### config.mk
export PLATFORM = sky130hd
export DESIGN_NAME = ll_window_accum
export DESIGN_NICKNAME = d
export VERILOG_FILES = /design/src/rtl/ll_window_accum.sv
export SDC_FILE = /design/constraint.sdc
export NUM_CORES = 1
export LEC_CHECK = 0
export CORE_UTILIZATION = 34
export DETAILED_ROUTE_END_ITERATION = 16
export PLACE_DENSITY = 0.61
export REMOVE_ABC_BUFFERS = 1
export SLEW_MARGIN = 20
export SYNTH_ARGS = -nofsm -noshare
export SYNTH_HDL_FRONTEND = slang
export SYNTH_SLANG_ARGS = --single-unit
### constraint.sdc
create_clock -name clk -period 7.2 [get_ports clk]
set_clock_uncertainty 0.05 [all_clocks]
set_input_delay 1.08 -clock clk [delete_from_list [all_inputs] [get_ports clk]]
set_output_delay 1.08 -clock clk [all_outputs]
set_load 0.01 [all_outputs]
### src/rtl/ll_window_accum.sv
// Sliding-window line-length accumulator: keeps the last win_len difference samples in a
// circular buffer and emits their running sum plus a registered threshold-crossing pulse.
module ll_window_accum #(
  parameter int data_width = 32,
  parameter int win_len    = 16,
  parameter int addr_width = 4,
  parameter int sum_width  = 36
) (
  input  logic                  clk,
  input  logic                  rst,
  input  logic [data_width-1:0] din,
  input  logic                  din_valid,
  input  logic [sum_width-1:0]  thresh,
  output logic [sum_width-1:0]  ll_sum,
  output logic                  ll_valid,
  output logic                  detect,
  output logic                  full
);

  typedef enum logic {FILL, RUN} state_t;

  localparam logic [addr_width-1:0] LAST_IDX = addr_width'(win_len - 1);

  state_t                state_q, state_d;
  logic [addr_width-1:0] wr_ptr_q, wr_ptr_d;
  logic [addr_width-1:0] fill_cnt_q, fill_cnt_d;
  logic [sum_width-1:0]  acc_q, acc_d;
  logic [sum_width-1:0]  acc_new, sum_d;
  logic [sum_width-1:0]  din_ext, old_ext;
  logic                  valid_d, detect_d, full_d, wr_en;

  logic [data_width-1:0] mem [0:win_len-1];

  // The evicted sample is read combinationally before the same-edge write replaces it.
  assign din_ext = sum_width'(din);
  assign old_ext = (state_q == RUN) ? sum_width'(mem[wr_ptr_q]) : '0;
  assign acc_new = acc_q + din_ext - old_ext;

  always_comb begin
    state_d    = state_q;
    wr_ptr_d   = wr_ptr_q;
    fill_cnt_d = fill_cnt_q;
    acc_d      = acc_q;
    sum_d      = ll_sum;
    valid_d    = 1'b0;
    detect_d   = 1'b0;
    full_d     = full;
    wr_en      = 1'b0;
    if (din_valid) begin
      wr_en    = 1'b1;
      acc_d    = acc_new;
      wr_ptr_d = (wr_ptr_q == LAST_IDX) ? '0 : wr_ptr_q + addr_width'(1);
      case (state_q)
        FILL: begin
          fill_cnt_d = fill_cnt_q + addr_width'(1);
          if (fill_cnt_q == LAST_IDX) begin
            state_d  = RUN;
            full_d   = 1'b1;
            valid_d  = 1'b1;
            sum_d    = acc_new;
            detect_d = (acc_new > thresh);
          end
        end
        RUN: begin
          valid_d  = 1'b1;
          sum_d    = acc_new;
          detect_d = (acc_new > thresh);
        end
        default: state_d = FILL;
      endcase
    end
  end

  always_ff @(posedge clk) begin
    if (rst) begin
      state_q    <= FILL;
      wr_ptr_q   <= '0;
      fill_cnt_q <= '0;
      acc_q      <= '0;
      ll_sum     <= '0;
      ll_valid   <= 1'b0;
      detect     <= 1'b0;
      full       <= 1'b0;
    end else begin
      state_q    <= state_d;
      wr_ptr_q   <= wr_ptr_d;
      fill_cnt_q <= fill_cnt_d;
      acc_q      <= acc_d;
      ll_sum     <= sum_d;
      ll_valid   <= valid_d;
      detect     <= detect_d;
      full       <= full_d;
    end
  end

  // Sample storage is never cleared; FILL never reads a stale slot.
  always_ff @(posedge clk) begin
    if (wr_en && !rst)
      mem[wr_ptr_q] <= din;
  end

endmodule

# --- Word level (Yosys, flattened, before mapping) ---
# Memory sizes are Yosys's and may differ from the RTL's. A register that Yosys moved wholly into a read port is not among the register bits.
# Cells that the tools add are included.
word_totals:
  ff_bits: 84
  ram_bits: 512
  input_bits: 71
  memories: 1
op_classes:
  n_addsub: 4
  magnitude_cmp: 1
  eq_ne: 3
  muxes: 14
  bitwise: 2
  reduce_logical: 6
memory_table:
  columns: ["memory", "words", "word_bits", "read_ports", "rd_clocked_by_memory_dff", "write_ports", "line", "text"]
  rows:
  - ["mem", 16, 32, 1, 1, 1, "32", "logic [data_width-1:0] mem [0:win_len-1];"]
ops:
  columns: ["op", "n"]
  rows:
  - ["$pmux 36 s2", 1]
  - ["$add 36x32->36", 1]
  - ["$gt 36x36->1", 1]
  - ["$mux 36", 1]
  - ["$sub 36x32->36", 1]
  - ["$mux 32", 1]
  - ["$mux 4", 3]
  - ["$add 4x1->4 const B", 2]
  - ["$eq 4x4->1 const B", 2]
  - ["$mux 1", 6]
  - ["$pmux 1 s2", 2]
  - ["$reduce_and 2->1", 2]
  - ["$reduce_and 3->1", 1]
  - ["$ne 2x2->1 const B", 1]
  - ["$not 1->1", 2]
  - ["$reduce_or 2->1", 1]
  - ["$logic_and 1x1->1", 1]
  - ["$logic_not 1->1", 1]

# --- Depth between registers and ports, before layout ---
# Gate-level depths: netlist of the first run.
logic_depth:
  ltp_word: 5
  depth_mapped: 27
  mapped_depth_nobuf: 25

# --- Least setup slack after synthesis of the first run ---
# OpenSTA, ideal clock, no wires.
synth_timing:
  path_kind: "reg-to-reg"
  startpoint: "reg (tool-made name)"
  endpoint: "reg detect"
  t_arrival_ns: 5.768
  required_ns: 7.035
  slack_ns: 1.267
  path_stages_with_launch: 26
  n_path_buf: 2
  synth_period_minus_slack_ns: 5.933
  cell_sequence: "dfxtp_1 buf_2 buf_1 mux4_2 mux4_2 and2_1 fa_1 inv_1 ha_1 nand2_1 nor2_1 o211ai_4 a2111oi_4 nor2_1 o21ai_1 xnor2_1 inv_1 ha_1 a21o_1 a21o_1 a21oi_1 nor2b_1 o21ai_0 a21oi_1 o31a_1 o21a_1"
synth_lines:
  columns: ["element", "line", "text"]
  rows:
  - ["to (signal assigned)", "91", "detect <= detect_d;"]
  - ["to (decl)", "16", "output logic detect,"]

==> results.md, run 1 <==
- Critical Path Most Common Cell: a21oi_1
- Fmax: around 160 MHz
- CP Max Fanout: 34
- Grt ovf: 0
- Cell variety after synth: 66
- WL/cell: around 23 microns
- Sw Ratio: 0.320
- Max incr delay on CP: around 570 ps
- Minimum clock period: between 6000 and 7000 ps
- CTS tree: built
- Skew-Pair Late Insertion Delay: 620 ps
- Leakage: approximately 11 nW
- Async set or reset register ratio after synthesis: 0
- CTS Buffer Depth: 3
- Slew Limit Fails: 0
- Final HPWL DP: just over 40000 microns
- Via density: approximately 5
- Worst Path Required: approximately 7700 ps
- Synthesized flop and latch total: 600
- Global-route wire length before repair: just under 100000 microns
- Status: finished clean
- Die ar.: 80300 sq um
- H-tree depth: 2
- Crit start category: flop
- Row cnt: between 100 and 150
- Synth Area in Adders: 0.0596
- Simple-gate share of the synthesized area: 0.0568
- Mux share of post-synthesis cell area: 0.144
- PostCTS Resize Cnt: 0
- Period utilisation layout: 0.893
- Sink Count: 600
- Worst EP arrival: between 6000 and 7000 ps
- Initial antenna violation count: 7
- XOR/XNOR share of the synthesized area: 0.0107
- RSZ-0062 raised after global routing: no
- Antenna Nets Post-Route: 0
- Vias in the first global route: around 15000
- Register area share after synthesis: 0.636
- Horiz. Die Dim: between 200 and 300 microns
- DIE HEIGHT: 283 microns
- Commonest register cell after synthesis: edfxtp_1
- Placeable Area: approximately 78000 sq um
- Hold buffers post-CTS: 0
- Vias: roughly 15000
- Power share of the clock group: 0.301
- Final Cell Area: around 31000 sq um
- CTS buffer count: 57
- Synth-to-layout area growth: 16.7%
- Syn_area_per_cell: about 16 sq um
- Largest net degree at the start of global routing: a little under 60
- Final core utilization: 0.403
- Buffers on Ports: approximately 110
- Final wirelength: between 60000 and 70000 microns
- CP Capture Type: flop
- Hold Path Class: reg2reg
- Hold slack: between 400 and 500 ps
- Largest family of logic cells by synthesized area: multiplexers
- CP Class: reg2reg
- Power Total: 9.97 mW
- Commonest cells after routing, fill and taps aside: edfxtp_1 (512), inv_1 (186), mux4_2 (160)
- I/O pins: 110
- Drt pass-1 iters: 6
- # DRC: 0
- Gate power share: 0.305
- Total Routing Usage GR: 0.164
- Post-DP Area: around 30000 sq um
- Sequential power share: 0.394
- Slowest CP cell: mux4_2
- EDFF count, synth: 512
- CP cell instances: buf_12 > mux4_2 > mux4_2 > and2_1 > fa_1 > fa_1 > and2b_1 > o2111ai_2 > a21oi_1 > o22ai_1 > o2111ai_1 > o2111ai_1 > nor2b_1 > xnor2_1 > ha_1 > a21o_1 > a21oi_1 > nor2b_1 > o21ai_0 > a21oi_1 > o31a_1 > o21a_1
- Starting DRC count in detailed routing: 1264
- Cell area after synthesis: about 27000 sq um
- Crit path buf inv count: 1
- Crit-path leading delay family: compound AO/OA/AOI/OAI gates
- Commonest non-fill, non-tap cell in the layout: edfxtp_1
- Final net count: about 2000
- Internal power: approximately 6.8 mW
- Complex-gate fraction of the synthesized area: 0.0548
- Final GP Congestion: slightly below 0.9
- Clk pin slew, worst setup/hold paths: ~70 ps
- Mapped Cells: ~1700
- # setup viols final: 0
- Layout cells sized above 1: 0.176
- Syn. warnings: 0
- Initial core utilization: 0.346
- Slew @ Worst Pin: between 900 and 1000 ps
- CTS root buf: clkbuf_16
- Switching power total: between 3 and 4 mW
- PwrDens: about 320 nW/um^2
- Final setup TNS: 0 ps
- Relative slew slack: 0.368
- VDD IR max: 0.231 mV
- Final Hold Fails: 0
- Post-CTS setup buffers: 0
- Max Cap Violations: 0
==> synthesized netlist by cell type (3+ instances only) <==
cell	n	share of area
and2_1	34	0.0079
nor4_1	3	0.00070
nor2_1	84	0.012
nand2b_1	7	0.0016
a21oi_2	5	0.0016
mux2i_1	27	0.010
buf_1	19	0.0026
a311o_1	3	0.0011
a211oi_1	12	0.0033
o21ai_1	4	0.00074
a2111oi_4	3	0.0031
o21ai_0	26	0.0048
a21oi_1	70	0.013
o21a_1	6	0.0017
o211ai_1	7	0.0020
fa_1	32	0.024
xor2_1	9	0.0029
ha_1	77	0.036
nand3b_1	9	0.0025
clkbuf_1	49	0.0068
nor2b_1	14	0.0033
nand3_1	13	0.0024
inv_1	186	0.026
nand4_1	21	0.0049
a31oi_1	9	0.0021
buf_2	9	0.0017
nor3_1	18	0.0033
o311ai_0	4	0.0013
o2111ai_1	3	0.00098
edfxtp_1	512	0.57
mux4_2	160	0.13
nand4b_1	3	0.00098
a21boi_0	4	0.0011
or3_1	4	0.00093
a21o_1	26	0.0072
o22ai_1	5	0.0012
o31a_1	3	0.00098
nor4b_1	3	0.00098
dfxtp_1	88	0.065
nand2_1	92	0.013
xnor2_1	24	0.0078
==> path summary, 6_finish.rpt <==
kind	start	to	slack (ps)	cells past startpoint
setup / recovery	flop	detect$_SDFF_PN0_	770	22
setup reg to reg	flop	detect$_SDFF_PN0_	770	22
hold reg to reg	ll_sum[8]$_SDFFE_PP0P_	ll_sum[8]$_SDFFE_PP0P_	410	2
hold / removal	ll_sum[8]$_SDFFE_PP0P_	ll_sum[8]$_SDFFE_PP0P_	410	2
==> sequential cells by signal, indices dropped and copies added (netlist names), named ones only <==
register and flops:
full 1, ll_valid 1, wr_ptr_q 4, state_q 1, ll_sum 36, acc_q 36, mem 512, detect 1
fill_cnt_q 4
==> per-stage QoR <==
step / instances / setup WS (ps)
after floorplan: 1641 / -3170
after global placement: 2836 / 800
after detailed placement: 2836 / 790
after CTS: 2941 / 780
after global routing: 2942 / 399
final: 2942 / 769
==> metal layers <==
layer  vias to the layer above  track usage  part of all wire
li1                       6766            -                 -
met1                      7772        0.231              0.45
met2                       440        0.266              0.47
met3                        86       0.0277             0.058
met4                        10       0.0395             0.019
met5                         -            0           0.00093
==> power by group through the flow <==
stage,registers [mW],logic (mW),clock network [mW]
6_report,3.93,3.04,3.00
5_1_grt,3.94,3.38,3.19
4_1_cts,3.93,3.02,3.06
3_5_place_dp,4.01,3.00,0
3_3_place_gp,4.00,2.95,0
2_1_floorplan,4.02,2.13,0
==> layout make-up <==
type | instances | area [sq um]
inverter | 186 | 698
multi-input combinational | 855 | 8910
clock inverter | 36 | 367
tap | 1040 | 1300
sequential | 600 | 17100
timing repair buffer | 155 | 1490
antenna | 1 | 2.50
clock buffer | 69 | 1490
fill | 7067 | 46400
==> worst register-to-register path: cells and delay by family, from the launching register on <==
family	cells	cell delay, ps
compound gates	11	2130
fa+ha+maj	3	1290
mux	2	1070
simple gates	4	700
flops	1	510
buf+inv	1	320
xor+xnor	1	270
==> kinds of logic (layout without fill, tap and decap cells) <==
| family | count (synthesis) | count (layout) |
|---|---|---|
| AOI/OAI and AO/OA | 210 | 210 |
| xor gates and xnor gates | 33 | 33 |
| adders and majority gates | 109 | 109 |
| buffers and inverters | 264 | 446 |
| DFF | 600 | 600 |
| muxes | 188 | 188 |
| other | 0 | 1 |
| and+or+nand+nor | 315 | 315 |
Note: power is estimated with default switching activity, not from simulation.
==> run 2, diff against run 1 <==
CORE_UTILIZATION = 61   (was 34)
PLACE_DENSITY = 0.91   (was 0.61)
==> results.md, run 2 (synthesized netlist as in run 1, its figures left out) <==
- Status: finished clean
- Horiz. Die Dim: around 210 microns
- Hold slack: about 410 ps
- Final wirelength: ~71000 microns
- CTS buffer count: 56
- RSZ-0062 raised after global routing: no
- Ant diodes: 0
- # setup viols final: 0
- Final std cells w/o fill: roughly 2500
- Row cnt: 76
- Final Hold Fails: 0
- Clk pin slew, worst setup/hold paths: roughly 70 ps
- Post-DP Area: about 29000 sq um
- Commonest non-fill, non-tap cell in the layout: edfxtp_1
- Initial core utilization: 0.622
- Largest net degree at the start of global routing: 85
- CTS Buffer Depth: 3
- PwrDens: approximately 330 nW/um^2
- Starting DRC count in detailed routing: between 2000 and 2500
- Final net count: 2026
- Hold Path Class: reg2reg
- CTS tree: built
- Fillers: between 2000 and 3000
- Power share of the clock group: 0.301
- # DRC: 0
- Vias: ~16000
- Reg with most FFs: mem
- Hold Path End: ll_sum[4]$_SDFFE_PP0P_
- Buffers on Ports: approximately 110
- CP Max Fanout: 32
- Antenna Nets Post-Route: 0
- Post-CTS setup buffers: 0
- Sequential power share: 0.392
- Reg2reg path depth: 26
- Final Cell Area: 30800 sq um
- Slack of the worst reg-to-reg path: 480 ps
- Slew Limit Fails: 0
- Placed insts: between 2000 and 2500
- CTS root buf: clkbuf_16
- I/O pins: 110
- WL/cell: 28.7 microns
- Internal power: approximately 6.8 mW
- Gate power share: 0.307
- Worst hold path stage count: 2
- VDD IR max: between 0.2 and 0.25 mV
- Crit Reg-Reg Endpoint: detect$_SDFF_PN0_
- Slew @ Worst Pin: approximately 1100 ps
- H-tree depth: 2
- Fmax: between 100 and 150 MHz
- Area of the multi-input gates: ~9000 sq um
- PostCTS Resize Cnt: 0
- Minimum clock period: 6720 ps
- Period utilisation layout: 0.934
- Worst Path Required: about 7700 ps
- Total Routing Usage GR: 0.325
- Vias in the first global route: around 17000
- Largest register FFs: about 500
- Global-route wire length before repair: around 110000 microns
- Skew-Pair Late Insertion Delay: about 630 ps
- Layout cells sized above 1: 0.176
- Relative slew slack: 0.269
- Initial antenna violation count: 0
- CP Capture Type: flop
- Hold_sp: ll_sum[4]$_SDFFE_PP0P_
- Grt ovf: 0
- CP Class: reg2reg
- Switching power total: about 3.2 mW
- Crit start category: flop
- Max Cap Violations: 0
- DIE HEIGHT: around 210 microns
- Final HPWL DP: ~43000 microns
- Final GP Congestion: 0.945
- Drt pass-1 iters: 6
- Hold buffers post-CTS: 0
- Sw Ratio: 0.322
- FF+latch area: ~17000 sq um
- Die ar.: ~45000 sq um
- Via density: 6.62
- Commonest cells after routing, fill and taps aside: edfxtp_1 (512), inv_1 (186), mux4_2 (160)
- Synth-to-layout area growth: 14.5%
- Largest registers: mem: 512 flops, acc_q: 36 flops, ll_sum: 36 flops
- Placeable Area: 43300 sq um
- Worst EP arrival: around 7200 ps
- Sink Count: 600
- Leakage: 10.6 nW
==> run 2: cell types whose count changed in the layout (fill, tap and decap cells not counted), moves of 2 or more <==
| cell | before | now |
|---|---|---|
| bufinv_16 | 6 | 4 |
| buf_4 | 42 | 35 |
| nor3_2 | 4 | 2 |
| nor3_4 | 0 | 2 |
| clkbuf_8 | 0 | 11 |
| clkinv_1 | 11 | 7 |
==> run 2: through the flow <==
stage / setup slack [ps] / utilization / power [mW] / setup TNS [ps]
2_1_floorplan: -3170 / - / 6.15 / -119470
5_1_grt: 219 / 0.712 / 10.4 / 0
3_3_place_gp: 685 / 0.668 / 6.81 / 0
6_report: 476 / 0.712 / 10.0 / 0
4_1_cts: 497 / 0.712 / 9.96 / 0
3_5_place_dp: 565 / 0.668 / 6.93 / 0
==> run 2: how the worst max path moves through the flow <==
| stage | start | end | slack [ps] |
|---|---|---|---|
| 3_5_place_dp | flop | detect$_SDFF_PN0_ | 560 |
| 3_3_place_gp | flop | detect$_SDFF_PN0_ | 680 |
| 4_1_cts | flop | detect$_SDFF_PN0_ | 500 |
| 6_report | flop | detect$_SDFF_PN0_ | 480 |
| 5_1_grt | flop | detect$_SDFF_PN0_ | 220 |
| 2_1_floorplan | flop | detect$_SDFF_PN0_ | -3170 |
==> run 2: area by class of cell <==
cell class              instances  share of cell area
clock buffers                  79              0.0532
clock inverters                27             0.00828
inverters                     186              0.0227
multi-input cells             855               0.290
flip-flops and latches        600               0.556
well taps                     585              0.0238
repair buffers                147              0.0460
==> run 2: per-layer routing <==
layer,wire (microns),share of wire,vias up,GRT usage
met5,0,0,-,0
met4,4060,0.057,0,0.176
met3,8060,0.11,281,0.0697
met2,34100,0.48,1219,0.519
met1,24900,0.35,8169,0.421
li1,-,-,6752,-
==> run 2: power by group through the flow <==
stage          Sequential (mW)  Combinational, mW  Clock [mW]
6_report                  3.94               3.08        3.02
5_1_grt                   3.94               3.33        3.16
4_1_cts                   3.94               2.99        3.04
3_5_place_dp              4.00               2.92           0
3_3_place_gp              4.00               2.82           0
2_1_floorplan             4.02               2.13           0
==> run 2: critical path, cell delays in order (launching register included) <==
cell      delay [ps]
dfxtp_4          690
buf_12           270
buf_4            390
buf_4            380
mux4_2           360
mux4_2           470
and2_1           190
fa_1             500
inv_1             50
ha_1             410
nand4_1          160
nor2_1           320
a21oi_1          110
o211ai_1         260
o211ai_4         170
a21oi_2          290
nor2_1            90
xnor2_1          150
ha_1             220
a21o_1           160
a21oi_1          160
nor2b_1           60
o21ai_0          140
nand2b_1          90
a21oi_1          140
o21ai_0          110
o21a_1           190
